$ cat src/rtl/dice_datapath_pkg.sv
// Shared types and constants for the dice-game datapath: die/sum widths,
// die range and the sum values the controller branches on.
package dice_pkg;

    typedef logic [2:0] die_t;
    typedef logic [3:0] sum_t;

    localparam die_t DIE_MIN = 3'd1;
    localparam die_t DIE_MAX = 3'd6;

    localparam sum_t SUM_SEVEN    = 4'd7;
    localparam sum_t SUM_ELEVEN   = 4'd11;
    localparam sum_t SUM_CRAPS_2  = 4'd2;
    localparam sum_t SUM_CRAPS_3  = 4'd3;
    localparam sum_t SUM_CRAPS_12 = 4'd12;

    function automatic logic is_craps(input sum_t s);
        return (s == SUM_CRAPS_2) || (s == SUM_CRAPS_3) || (s == SUM_CRAPS_12);
    endfunction

endpackage

$ cat src/rtl/dice_datapath_if.sv
// Controller <-> datapath bundle. Commands and levels are plain per-cycle
// signals sampled on the rising clock edge; there is no valid/ready pairing.
interface dice_datapath_if #(
    parameter int CNT_W = 8
);
    logic                roll_btn;
    logic                inc;
    logic                ld;
    logic                win;
    logic                lose;
    logic                sync_x;
    logic                eq6;
    logic                eq7;
    logic                eq11;
    logic                eq;
    dice_pkg::die_t      die_a;
    dice_pkg::die_t      die_b;
    dice_pkg::sum_t      sum;
    dice_pkg::sum_t      point;
    logic [CNT_W-1:0]    win_cnt;
    logic [CNT_W-1:0]    lose_cnt;

    modport master (
        output roll_btn, inc, ld, win, lose,
        input  sync_x, eq6, eq7, eq11, eq, die_a, die_b, sum, point,
               win_cnt, lose_cnt
    );

    modport slave (
        input  roll_btn, inc, ld, win, lose,
        output sync_x, eq6, eq7, eq11, eq, die_a, die_b, sum, point,
               win_cnt, lose_cnt
    );

endinterface

$ cat src/rtl/dice_datapath_die_counter.sv
// One die: counts DIE_MIN..DIE_MAX while enabled; carry flags the wrap so a
// second die can be chained to it.
module die_counter
    import dice_pkg::*;
(
    input  logic clk,
    input  logic rst_n,
    input  logic i_en,
    output die_t o_value,
    output logic o_carry
);

    die_t r_value;

    always_ff @(posedge clk or negedge rst_n) begin
        if (!rst_n) begin
            r_value <= DIE_MIN;
        end else if (i_en) begin
            r_value <= (r_value == DIE_MAX) ? DIE_MIN : r_value + 3'd1;
        end
    end

    assign o_value = r_value;
    assign o_carry = i_en && (r_value == DIE_MAX);

endmodule

$ cat src/rtl/dice_datapath.sv
// Dice-game datapath: button synchronizer/debouncer, chained dice, point
// register, comparison flags for the controller and saturating win/lose tallies.
module dice_datapath
    import dice_pkg::*;
#(
    parameter int DEB_CYCLES = 16,
    parameter int CNT_W      = 8
) (
    input  logic            clk,
    input  logic            reset,
    dice_datapath_if.slave  bus
);

    localparam int               DEB_W   = $clog2(DEB_CYCLES + 1);
    localparam logic [DEB_W-1:0] DEB_END = DEB_W'(DEB_CYCLES - 1);
    localparam logic [CNT_W-1:0] CNT_MAX = '1;

    logic             r_sync1;
    logic             r_btn_s;
    logic             r_sync_x;
    logic [DEB_W-1:0] r_deb_cnt;

    always_ff @(posedge clk or negedge reset) begin
        if (!reset) begin
            r_sync1 <= 1'b0;
            r_btn_s <= 1'b0;
        end else begin
            r_sync1 <= bus.roll_btn;
            r_btn_s <= r_sync1;
        end
    end

    // sync_x only follows btn_s after DEB_CYCLES consecutive differing samples
    always_ff @(posedge clk or negedge reset) begin
        if (!reset) begin
            r_sync_x  <= 1'b0;
            r_deb_cnt <= '0;
        end else if (r_btn_s == r_sync_x) begin
            r_deb_cnt <= '0;
        end else if (r_deb_cnt == DEB_END) begin
            r_sync_x  <= r_btn_s;
            r_deb_cnt <= '0;
        end else begin
            r_deb_cnt <= r_deb_cnt + DEB_W'(1);
        end
    end

    die_t w_die_a;
    die_t w_die_b;
    logic w_carry_a;
    logic w_carry_b;
    sum_t w_sum;

    die_counter u_die_a (
        .clk     (clk),
        .rst_n   (reset),
        .i_en    (bus.inc),
        .o_value (w_die_a),
        .o_carry (w_carry_a)
    );

    die_counter u_die_b (
        .clk     (clk),
        .rst_n   (reset),
        .i_en    (w_carry_a),
        .o_value (w_die_b),
        .o_carry (w_carry_b)
    );

    assign w_sum = {1'b0, w_die_a} + {1'b0, w_die_b};

    // point captures the pre-edge sum, so ld together with inc keeps the old roll
    sum_t r_point;

    always_ff @(posedge clk or negedge reset) begin
        if (!reset) begin
            r_point <= '0;
        end else if (bus.ld) begin
            r_point <= w_sum;
        end
    end

    logic             r_win_d;
    logic             r_lose_d;
    logic [CNT_W-1:0] r_win_cnt;
    logic [CNT_W-1:0] r_lose_cnt;
    logic             w_win_rise;
    logic             w_lose_rise;

    assign w_win_rise  = bus.win  && !r_win_d;
    assign w_lose_rise = bus.lose && !r_lose_d;

    always_ff @(posedge clk or negedge reset) begin
        if (!reset) begin
            r_win_d    <= 1'b0;
            r_lose_d   <= 1'b0;
            r_win_cnt  <= '0;
            r_lose_cnt <= '0;
        end else begin
            r_win_d  <= bus.win;
            r_lose_d <= bus.lose;
            if (w_win_rise && (r_win_cnt != CNT_MAX)) begin
                r_win_cnt <= r_win_cnt + CNT_W'(1);
            end
            if (w_lose_rise && (r_lose_cnt != CNT_MAX)) begin
                r_lose_cnt <= r_lose_cnt + CNT_W'(1);
            end
        end
    end

    assign bus.sync_x   = r_sync_x;
    assign bus.die_a    = w_die_a;
    assign bus.die_b    = w_die_b;
    assign bus.sum      = w_sum;
    assign bus.point    = r_point;
    assign bus.eq6      = is_craps(w_sum);
    assign bus.eq7      = (w_sum == SUM_SEVEN);
    assign bus.eq11     = (w_sum == SUM_ELEVEN);
    assign bus.eq       = (w_sum == r_point);
    assign bus.win_cnt  = r_win_cnt;
    assign bus.lose_cnt = r_lose_cnt;

endmodule

$ cat src/flat_wrapper.sv
// flat-port wrapper written by rule: the top's interface ports become plain ports
module dice_datapath_flat import dice_pkg::*;
#(
    parameter int DEB_CYCLES = 16,
    parameter int CNT_W      = 8
)
  (clk, reset, bus_roll_btn, bus_inc, bus_ld, bus_win, bus_lose, bus_sync_x, bus_eq6, bus_eq7, bus_eq11, bus_eq, bus_die_a, bus_die_b, bus_sum, bus_point, bus_win_cnt, bus_lose_cnt);
  dice_datapath_if #(.CNT_W(CNT_W)) bus_i ();
  input  logic clk;
  input  logic reset;
  input wire logic [$bits(bus_i.roll_btn)-1:0] bus_roll_btn;
  input wire logic [$bits(bus_i.inc)-1:0] bus_inc;
  input wire logic [$bits(bus_i.ld)-1:0] bus_ld;
  input wire logic [$bits(bus_i.win)-1:0] bus_win;
  input wire logic [$bits(bus_i.lose)-1:0] bus_lose;
  output wire logic [$bits(bus_i.sync_x)-1:0] bus_sync_x;
  output wire logic [$bits(bus_i.eq6)-1:0] bus_eq6;
  output wire logic [$bits(bus_i.eq7)-1:0] bus_eq7;
  output wire logic [$bits(bus_i.eq11)-1:0] bus_eq11;
  output wire logic [$bits(bus_i.eq)-1:0] bus_eq;
  output wire logic [$bits(bus_i.die_a)-1:0] bus_die_a;
  output wire logic [$bits(bus_i.die_b)-1:0] bus_die_b;
  output wire logic [$bits(bus_i.sum)-1:0] bus_sum;
  output wire logic [$bits(bus_i.point)-1:0] bus_point;
  output wire logic [$bits(bus_i.win_cnt)-1:0] bus_win_cnt;
  output wire logic [$bits(bus_i.lose_cnt)-1:0] bus_lose_cnt;
  assign bus_i.roll_btn = bus_roll_btn;
  assign bus_i.inc = bus_inc;
  assign bus_i.ld = bus_ld;
  assign bus_i.win = bus_win;
  assign bus_i.lose = bus_lose;
  assign bus_sync_x = bus_i.sync_x;
  assign bus_eq6 = bus_i.eq6;
  assign bus_eq7 = bus_i.eq7;
  assign bus_eq11 = bus_i.eq11;
  assign bus_eq = bus_i.eq;
  assign bus_die_a = bus_i.die_a;
  assign bus_die_b = bus_i.die_b;
  assign bus_sum = bus_i.sum;
  assign bus_point = bus_i.point;
  assign bus_win_cnt = bus_i.win_cnt;
  assign bus_lose_cnt = bus_i.lose_cnt;
  dice_datapath #(.DEB_CYCLES(DEB_CYCLES), .CNT_W(CNT_W)) u_core (.clk(clk), .reset(reset), .bus(bus_i));
endmodule
$ cat config.mk
export PLATFORM = sky130hd
export DESIGN_NAME = dice_datapath_flat
export DESIGN_NICKNAME = d
export VERILOG_FILES = /design/src/rtl/dice_datapath_pkg.sv /design/src/rtl/dice_datapath_if.sv /design/src/rtl/dice_datapath_die_counter.sv /design/src/rtl/dice_datapath.sv /design/src/flat_wrapper.sv
export SDC_FILE = /design/constraint.sdc
export NUM_CORES = 1
export LEC_CHECK = 0
export CORE_MARGIN = 8
export CORE_UTILIZATION = 48
export DETAILED_ROUTE_END_ITERATION = 8
export PLACE_DENSITY_LB_ADDON = 0.3
export SYNTH_ARGS = -nofsm -noshare
export SYNTH_HDL_FRONTEND = slang
export SYNTH_HIERARCHICAL = 1
export SYNTH_SLANG_ARGS = --single-unit
export TNS_END_PERCENT = 100
$ cat constraint.sdc
create_clock -name clk -period 3.6 [get_ports clk]
set_input_delay 0.9 -clock clk [delete_from_list [all_inputs] [get_ports clk]]
set_output_delay 0.9 -clock clk [all_outputs]
set_load 0.005 [all_outputs]
==> impl_results.md, run 1 <==
* Final setup TNS at 0 ns
* Fill count at about 290
* Core Region at between 3000 and 4000 sq um
* Max frequency at ~290 MHz
* GP Congestion at 0.8281
* Final nets at 213
* Clk root buf: clkbuf_4
* Chip Height at 75.54 um
* Sequential Area at 903.4 sq um
* Total wire length at 3783 um
* DR WL met2 at 1908 um
* R2r setup slk at 1.92 ns
* CP Launch Type: flip-flop
* Vias at about 1300
* Multi-input logic area at ~790 sq um
* GRT Util Overall at 0.1411
* Clock skew at between 0.005 and 0.006 ns
* Fin worst setup slack at 0.1351 ns
* Slew headroom at 0.6966
* Ports at 42
* Cell Pwr Density at 845.4 nW/um^2
* Share of cells above drive strength 1 at 0.1700
* DRC viols at 0
* Crit Path Category: reg -> out
* Post-route cell area at 2282 sq um
* Longest Clk Path Bufs at 2
* RSZ-0062 raised after global routing: false
* Fin. max-slew vios at 0
* Met3 wire length at roughly 260 um
* Vias in the first global route at 1285
* Avg WL per Cell at around 15 um
* Cell area after placement at roughly 2200 sq um
* P&R area growth vs syn at 34.12%
* Initial core utilization at 0.5060
* Final Hold Violating Endpoints at 0
* Clk pin slew, worst setup/hold paths at 0.11 ns
* Logic pwr share at 0.518
* Post-detail-place hpwl at around 2700 um
* CTS tree: built
* Vias/cell at 5.341
* Total power draw at 1.929 mW
* Post-Synthesis Net Count at 160
* Number of diodes at 0
* Period minus WS final at 3.465 ns
* Initial drt markers at 37
* Clk pwr share at 0.118
* Status: finished clean
* Clk sinks at 36
* CP Data Required Time at approximately 2.7 ns
* YS warnings at 6
* Hold Buf Count CTS at 0
* Max-cap violation count at 0
* Tightest Pin Transition at 0.4550 ns
* Metal-1 WL at 1561 um
* Seq pwr share at 0.364
* Hold Path Class: reg -> reg
* Final ANT Viol Nets at 0
* Final Cycle Share at 0.9625
* H-Tree Depth at 2
* Highest routed layer: met4
* Total grt overflow at 0
* Type of destination of the critical path: output pin
* # rows at 21
* CP arrival at 2.56 ns
* Layout Utilization at 0.6786
* Layout Cells excl Fill at 246
* Placed instance count at 233
* First-pass DRT Iterations at 4
* Sw power at 684.6 uW
* Clock Latency Late Sink at 0.34 ns
* Port bufs at a little over 40
* Antenna violations before repair at 0
* Net Sw Frac at 0.3549
* Synthesized area at 1702 sq um
* Worst slack at placement at 0.4044 ns
* VDD IR max at 0.4458 mV
* Die area at 5706 sq um
* Pleak at 1.040 nW
* Syn_area_per_cell at between 10 and 15 sq um
* CTS Buf Count at 5
* Final setup violation count at 0
* Cells after Synth at 146
* Hold Slack at ~0.36 ns
* Max FO, Critical Path at 6
* Largest net degree at the start of global routing at 37
* Internal at 1.245 mW
* Die width at 75.54 um
* First-pass GRT wire length at 5968 um
worst max-delay path, cell delays in order, from the launching register on:
cell and delay, ns:
dfstp_2 0.59, ha_1 0.20, fa_2 0.50, nor4_2 0.29, a31o_2 0.15, clkdlybuf4s50_1 0.49
routing by layer:
layer	vias to the layer above	global-route usage
met3	6	0.07368
met1	644	0.1440
met5	-	0
met2	28	0.2407
met4	0	0.05117
li1	636	-
cells in the final DEF, fill, tap and decap left out, drive strengths merged, types with 3 or more instances in the layout:
cell type and n:
ha 6, and3 4, nand3 8, nand4 4, and4b 3, xnor2 8, a21oi 12, o21ai 5
xor2 7, and4 4, dfrtp 34, buf 6, a31oi 3, nor2 7, mux2 7, clkbuf 6
inv 4, nand2 7, clkdlybuf4s50 40
power groups by stage:
stage	Clock, mW	Combinational, mW	Sequential [mW]
3_3_place_gp	0	0.913	0.699
5_1_grt	0.255	1.09	0.728
6_report	0.228	0.999	0.703
4_1_cts	0.238	0.951	0.706
2_1_floorplan	0	0.432	0.696
3_5_place_dp	0	0.946	0.710
final cells by class:
class                   count  share of cell area
clock inverters             2            0.004386
repair buffers             47              0.2007
well taps                  46             0.02522
inverters                   4            0.006579
clock buffers               6             0.02248
multi-input cells         105              0.3448
flip-flops and latches     36              0.3958
state kept, by name, indices dropped and copies added, names as in the netlist:
register	count
u_core/r_deb_cnt	5
u_core/u_die_b/o_value	3
u_core/u_die_a/o_value	3
u_core/r_win_d	1
u_core/bus.win_cnt	8
u_core/r_btn_s	1
u_core/bus.sync_x	1
u_core/r_lose_d	1
u_core/r_sync1	1
u_core/bus.point	4
u_core/bus.lose_cnt	8
what timing repair did:
item	4_1_cts	5_1_grt
endpoints found under the hold margin	0	0
resized for setup	0	3
endpoints found under the setup margin	0	3
buffers inserted	0	5
worst paths after layout:
| path | endpoint | startpoint | cells after the start |
|---|---|---|---|
| max | bus_eq6 | u_core/u_die_b/o_value[0]$_DFFE_PN1P_ | 5 |
| min | u_core/r_btn_s$_DFF_PN0_ | u_core/r_sync1$_DFF_PN0_ | 0 |
| max reg2reg | u_core/bus.point[1]$_DFFE_PN0P_ | u_core/u_die_b/o_value[0]$_DFFE_PN1P_ | 3 |
| min reg2reg | u_core/r_btn_s$_DFF_PN0_ | u_core/r_sync1$_DFF_PN0_ | 0 |
| max in group asynchronous | u_core/u_die_b/o_value[0]$_DFFE_PN1P_ | reset | 2 |
| min in group asynchronous | u_core/u_die_a/o_value[2]$_DFFE_PN0P_ | reset | 2 |
Note: power is estimated with default switching activity, not from simulation.
==> inputs of run 2 (changes only) <==
--- a/config.mk
+++ b/config.mk
@@ -5,8 +5,9 @@
 export SDC_FILE = /design/constraint.sdc
 export NUM_CORES = 1
 export LEC_CHECK = 0
+export CORE_ASPECT_RATIO = 0.7
 export CORE_MARGIN = 8
-export CORE_UTILIZATION = 48
+export CORE_UTILIZATION = 52
 export DETAILED_ROUTE_END_ITERATION = 8
 export PLACE_DENSITY_LB_ADDON = 0.3
 export SYNTH_ARGS = -nofsm -noshare
==> run 2 against run 1 <==
Effect of this change: sequential share of layout area is 0.53 points higher; final cell count is 5.3% lower; die area is 5.6% lower; sequential power is 0.7% higher; maximum frequency hardly changed; setup slack hardly changed; utilization is 3.7 points higher; flip-flop and latch count stayed put; count of clock-buffer cells in the layout is 1 lower.
==> impl_results.md, run 2 (same netlist as run 1, synthesis figures left out) <==
* Vias at 1263
* Max frequency at between 200 and 300 MHz
* Chip Height at 63.86 um
* Reg2reg start: u_core/u_die_a/o_value[0]$_DFFE_PN1P_
* CTS tree: built
* First-pass GRT wire length at 6009 um
* Port bufs at 41
* CP arrival at 2.56 ns
* Met2 usage at 0.2282
* Fin. max-slew vios at 0
* Clk pin slew, worst setup/hold paths at 0.08 ns
* Crit Path Category: reg -> out
* Cell type of the slowest stage on the worst timing path: dfstp_2
* Tightest Pin Transition at 0.4355 ns
* CP Data Required Time at 2.70 ns
* Avg WL per Cell at 14.82 um
* Period minus WS final at between 3 and 4 ns
* M1 GR Usage at 0.1588
* Worst r2r path cells at 3
* First-pass DRT Iterations at 4
* Initial drt markers at 64
* Longest Clk Path Bufs at 2
* Post-CTS setup buffer count at 0
* Sw power at 660.0 uW
* CTS Buf Count at 5
* # rows at 17
* Clk pwr share at 0.145
* Largest net degree at the start of global routing at 37
* CP peak stage delay at 0.60 ns
* Vias/cell at 5.421
* Final setup violation count at 0
* Number of diodes at 0
* Total grt overflow at 0
* DRC viols at 0
* Crit-path cells: ha_1, fa_2, xor2_1, nor4_1, clkdlybuf4s50_1
* Internal at 1.255 mW
* Core Region at 3148 sq um
* P&R area growth vs syn at 32.35%
* Initial core utilization at 0.5405
* Seq pwr share at 0.370
* Clk root buf: clkbuf_8
* Met3 Use GR at 0.05740
* Vias in the first global route at 1289
* End point of the critical path: bus_eq
* Die width at 84.37 um
* Final nets at 208
* Share of cells above drive strength 1 at 0.1436
* R2r setup slk at 1.90 ns
* Type of destination of the critical path: output pin
* Status: finished clean
* Antenna violations before repair at 0
* Die area at 5388 sq um
* Final Hold Violating Endpoints at 0
* VDD IR max at 0.5986 mV
* Worst setup path start: u_core/u_die_a/o_value[0]$_DFFE_PN1P_
* GRT Util Overall at 0.1386
* Slew headroom at 0.7096
* Clk sinks at 36
* Cell Pwr Density at 850.1 nW/um^2
* Clock Latency Late Sink at 0.28 ns
* Total wire length at 3454 um
* R2R Path End: u_core/bus.point[1]$_DFFE_PN0P_
* Clock skew at 0.007126 ns
* RSZ-0062 raised after global routing: false
* Final ANT Viol Nets at 0
* Logic pwr share at 0.486
* CP Launch Type: flip-flop
* Post-detail-place hpwl at approximately 2600 um
* Most frequent cells in the layout: clkdlybuf4s50_1 (41), dfrtp_1 (34), a21oi_1 (11), nand3_1 (8)
* Cell area after placement at 2162 sq um
* Max FO, Critical Path at 7
* Final Cycle Share at 0.9624
* Ports at 42
* H-Tree Depth at 2
* Final setup TNS at 0 ns
* Max-cap violation count at 0
* Busiest layer in global routing: met2
* Post-route cell area at 2252 sq um
* Most common cell after layout, fill and taps aside: clkdlybuf4s50_1
* Net Sw Frac at 0.3447
* GP Congestion at 0.7782
* Pleak at 1.008 nW
* Hold Path Class: reg -> reg
* Hold Startpoint: u_core/r_sync1$_DFF_PN0_
run 2: worst max-delay path: cells and delay by family (launching register included):
| kind | cells | cell delay (ns) |
|---|---|---|
| xor+xnor | 1 | 0.18 |
| buf+inv | 1 | 0.55 |
| simple gates | 1 | 0.25 |
| fa+ha+maj | 2 | 0.70 |
| flops | 1 | 0.60 |
run 2: repair_timing:
action / in CTS / in global routing
hold buffers: 0 / 0
gates resized for setup: 0 / 1
endpoints found under the setup margin: 0 / 1
run 2: final cells by class:
cell class,count,area (sq um)
fillers,234,895.9
well taps,38,47.55
clock buffers,5,68.82
clock inverters,3,18.77
inverters,4,15.01
multi-input cells,105,780.7
flip-flops and latches,36,903.4
repair buffers,42,417.9
run 2: power by group through the flow:
| stage | sequential, mW | clock [mW] | combinational [mW] |
|---|---|---|---|
| final | 0.708 | 0.277 | 0.930 |
| after CTS | 0.707 | 0.285 | 0.942 |
| after global placement | 0.701 | 0 | 0.912 |
| after global routing | 0.736 | 0.304 | 1.02 |
| after floorplan | 0.696 | 0 | 0.432 |
| after detailed placement | 0.714 | 0 | 0.937 |
run 2: per-stage QoR:
stage / hold slack, ns / cells / setup slack, ns / utilization / total power, mW
6_report: 0.3600 / 233 / 0.1352 / 0.7154 / 1.914
5_1_grt: 0.3702 / 233 / 0.003469 / 0.7154 / 2.062
4_1_cts: 0.3672 / 233 / 0.1004 / 0.7146 / 1.934
3_5_place_dp: 0.3505 / 225 / 0.4158 / 0.6868 / 1.650
3_3_place_gp: 0.3409 / 225 / 0.4588 / 0.6868 / 1.613
2_1_floorplan: 0.3312 / 146 / 0.9546 / - / 1.128
run 2: per-layer routing:
layer / up-vias / wire [um]
met5: - / 0
met4: 0 / 30
met3: 4 / 227
met2: 28 / 1659
met1: 611 / 1537
li1: 620 / -
run 2: worst min path at each step:
stage | end | cells after the start
3_5_place_dp | u_core/r_btn_s$_DFF_PN0_ | 0
4_1_cts | u_core/r_btn_s$_DFF_PN0_ | 0
2_1_floorplan | u_core/r_btn_s$_DFF_PN0_ | 0
5_1_grt | u_core/r_btn_s$_DFF_PN0_ | 0
3_3_place_gp | u_core/r_btn_s$_DFF_PN0_ | 0
6_report | u_core/r_btn_s$_DFF_PN0_ | 0
==> inputs of run 3 (changes only) <==
--- a/config.mk
+++ b/config.mk
@@ -5,6 +5,7 @@
 export SDC_FILE = /design/constraint.sdc
 export NUM_CORES = 1
 export LEC_CHECK = 0
+export CAP_MARGIN = 20
 export CORE_ASPECT_RATIO = 0.7
 export CORE_MARGIN = 8
 export CORE_UTILIZATION = 52
==> constraint.sdc (replaced) <==
create_clock -name clk -period 3.6 [get_ports clk]
set_input_delay 0.9 -clock clk [delete_from_list [all_inputs] [get_ports clk]]
set_output_delay 0.9 -clock clk [all_outputs]
set_load 0.05 [all_outputs]
==> run 3 against run 2 <==
Effect of this change: clock skew shrank 0.0012 ns; via count barely moved; maximum frequency increased by 3.7%; largest cell class unchanged; highest routed layer unchanged.
==> impl_results.md, run 3 (same netlist as run 1, synthesis figures left out) <==
* Die area at 5388 sq um
* Hold Slack at 0.3559 ns
* Slew headroom at 0.6536
* Status: finished clean
* Total wire length at around 3700 um
* GP Congestion at 0.8459
* Vias in the first global route at 1253
* Hold Startpoint: u_core/r_sync1$_DFF_PN0_
* Final setup violation count at 0
* Ports at 42
* P&R area growth vs syn at 32.13%
* Vias/cell at 5.425
* Final nets at ~210
* R2r setup slk at about 1.9 ns
* Fill count at ~240
* Type of destination of the critical path: output pin
* First-pass DRT Iterations at 4
* R2R Path End: u_core/bus.point[1]$_DFFE_PN0P_
* Core Region at 3148 sq um
* Initial drt markers at 62
* Sequential Area at 903.4 sq um
* Reg2reg start: u_core/u_die_a/o_value[0]$_DFFE_PN1P_
* Multi-input logic area at 784.5 sq um
* Final ANT Viol Nets at 0
* CTS tree: built
* Clk sinks at 36
* CP Launch Type: flip-flop
* Max-cap violation count at 0
* CP Data Required Time at approximately 2.7 ns
* Clock Latency Late Sink at 0.29 ns
* Largest net degree at the start of global routing at 37
* Total grt overflow at 0
* DRC viols at 0
* Hold Path Class: reg -> reg
* Most frequent cells in the layout: clkdlybuf4s50_1 (37), dfrtp_1 (34), a21oi_1 (11), nand3_1 (8)
* Max frequency at ~300 MHz
* H-Tree Depth at 2
* Number of diodes at 0
* Chip Height at 63.86 um
* Die width at 84.37 um
* RSZ-0062 raised after global routing: false
* Longest Clk Path Bufs at 2
* Port bufs at 41
* Tightest Pin Transition at roughly 0.52 ns
* Antenna violations before repair at 0
* Most common cell after layout, fill and taps aside: clkdlybuf4s50_1
* Fin. max-slew vios at 0
* Initial core utilization at 0.5405
* Final Cycle Share at 0.9281
* Clk root buf: clkbuf_8
* CTS Buf Count at 5
* Vias at 1264
* Clock skew at roughly 0.0059 ns
* Hold Buf Count CTS at 0
* First-pass GRT wire length at 6044 um
* GRT Util Overall at 0.1407
* Final setup TNS at 0 ns
* End point of the critical path: bus_sum[2]
* Final Hold Violating Endpoints at 0
* Fin worst setup slack at around 0.26 ns
* Worst r2r path cells at 3
* Max FO, Critical Path at 7
* Period minus WS final at about 3.3 ns
* CP arrival at 2.44 ns
* Worst setup path start: u_core/u_die_a/o_value[0]$_DFFE_PN1P_
* Worst slack at placement at 0.3799 ns
* Clk pin slew, worst setup/hold paths at 0.07 ns
* Post-CTS setup buffer count at 0
* Crit Path Category: reg -> out
* Avg WL per Cell at approximately 16 um
* # rows at 17
* Post-detail-place hpwl at 2623 um
* Share of cells above drive strength 1 at 0.1487
==> run 3: changes by cell type in the layout (fill, tap and decap cells not counted), sizes merged <==
cell and delta:
dlymetal6s2s +1, clkinv -2, buf +3, clkdlybuf4s50 -4, clkbuf +2
==> run 3: worst min path at each step <==
stage / to / slack (ns) / cells past startpoint
global route: u_core/r_btn_s$_DFF_PN0_ / 0.37 / 0
finish: u_core/r_btn_s$_DFF_PN0_ / 0.36 / 0
detailed placement: u_core/r_btn_s$_DFF_PN0_ / 0.34 / 0
floorplan: u_core/r_btn_s$_DFF_PN0_ / 0.33 / 0
global placement: u_core/r_btn_s$_DFF_PN0_ / 0.34 / 0
CTS: u_core/r_btn_s$_DFF_PN0_ / 0.36 / 0
==> run 3: per-layer routing <==
metal / up-vias / track usage / part of all wire
li1: 624 / - / -
met1: 609 / 0.1658 / 0.46
met2: 24 / 0.2194 / 0.47
met3: 7 / 0.05357 / 0.053
met4: 0 / 0.07726 / 0.017
met5: - / 0 / 0
==> run 3: final cells by class <==
type	instances	area share
clock buffer	7	0.03395
tap	38	0.02115
timing repair buffer	42	0.1836
sequential	36	0.4018
inverter	4	0.006678
clock inverter	1	0.003895
multi-input combinational	105	0.3489
==> run 3: timing repair <==
item,CTS,global route
resized for setup,0,1
hold endpoints to repair,0,0
setup endpoints to repair,0,1
==> run 3: metrics by stage <==
step | util | area (sq um) | cells
4_1_cts | 0.7134 | 2246 | 233
3_5_place_dp | 0.6864 | 2161 | 225
2_1_floorplan | - | 1708 | 146
5_1_grt | 0.7142 | 2248 | 233
6_report | 0.7142 | 2248 | 233
3_3_place_gp | 0.6864 | 2161 | 225
==> run 3: worst max-delay path, cell delays in order (launching register included) <==
cell             delay [ns]
dfstp_2                0.40
ha_1                   0.23
fa_1                   0.41
xnor2_2                0.30
inv_1                  0.10
clkdlybuf4s50_1        0.71
Power of run 3 is not shown: default switching activity piles up to over one toggle a cycle in this logic, so the estimate is an artifact.
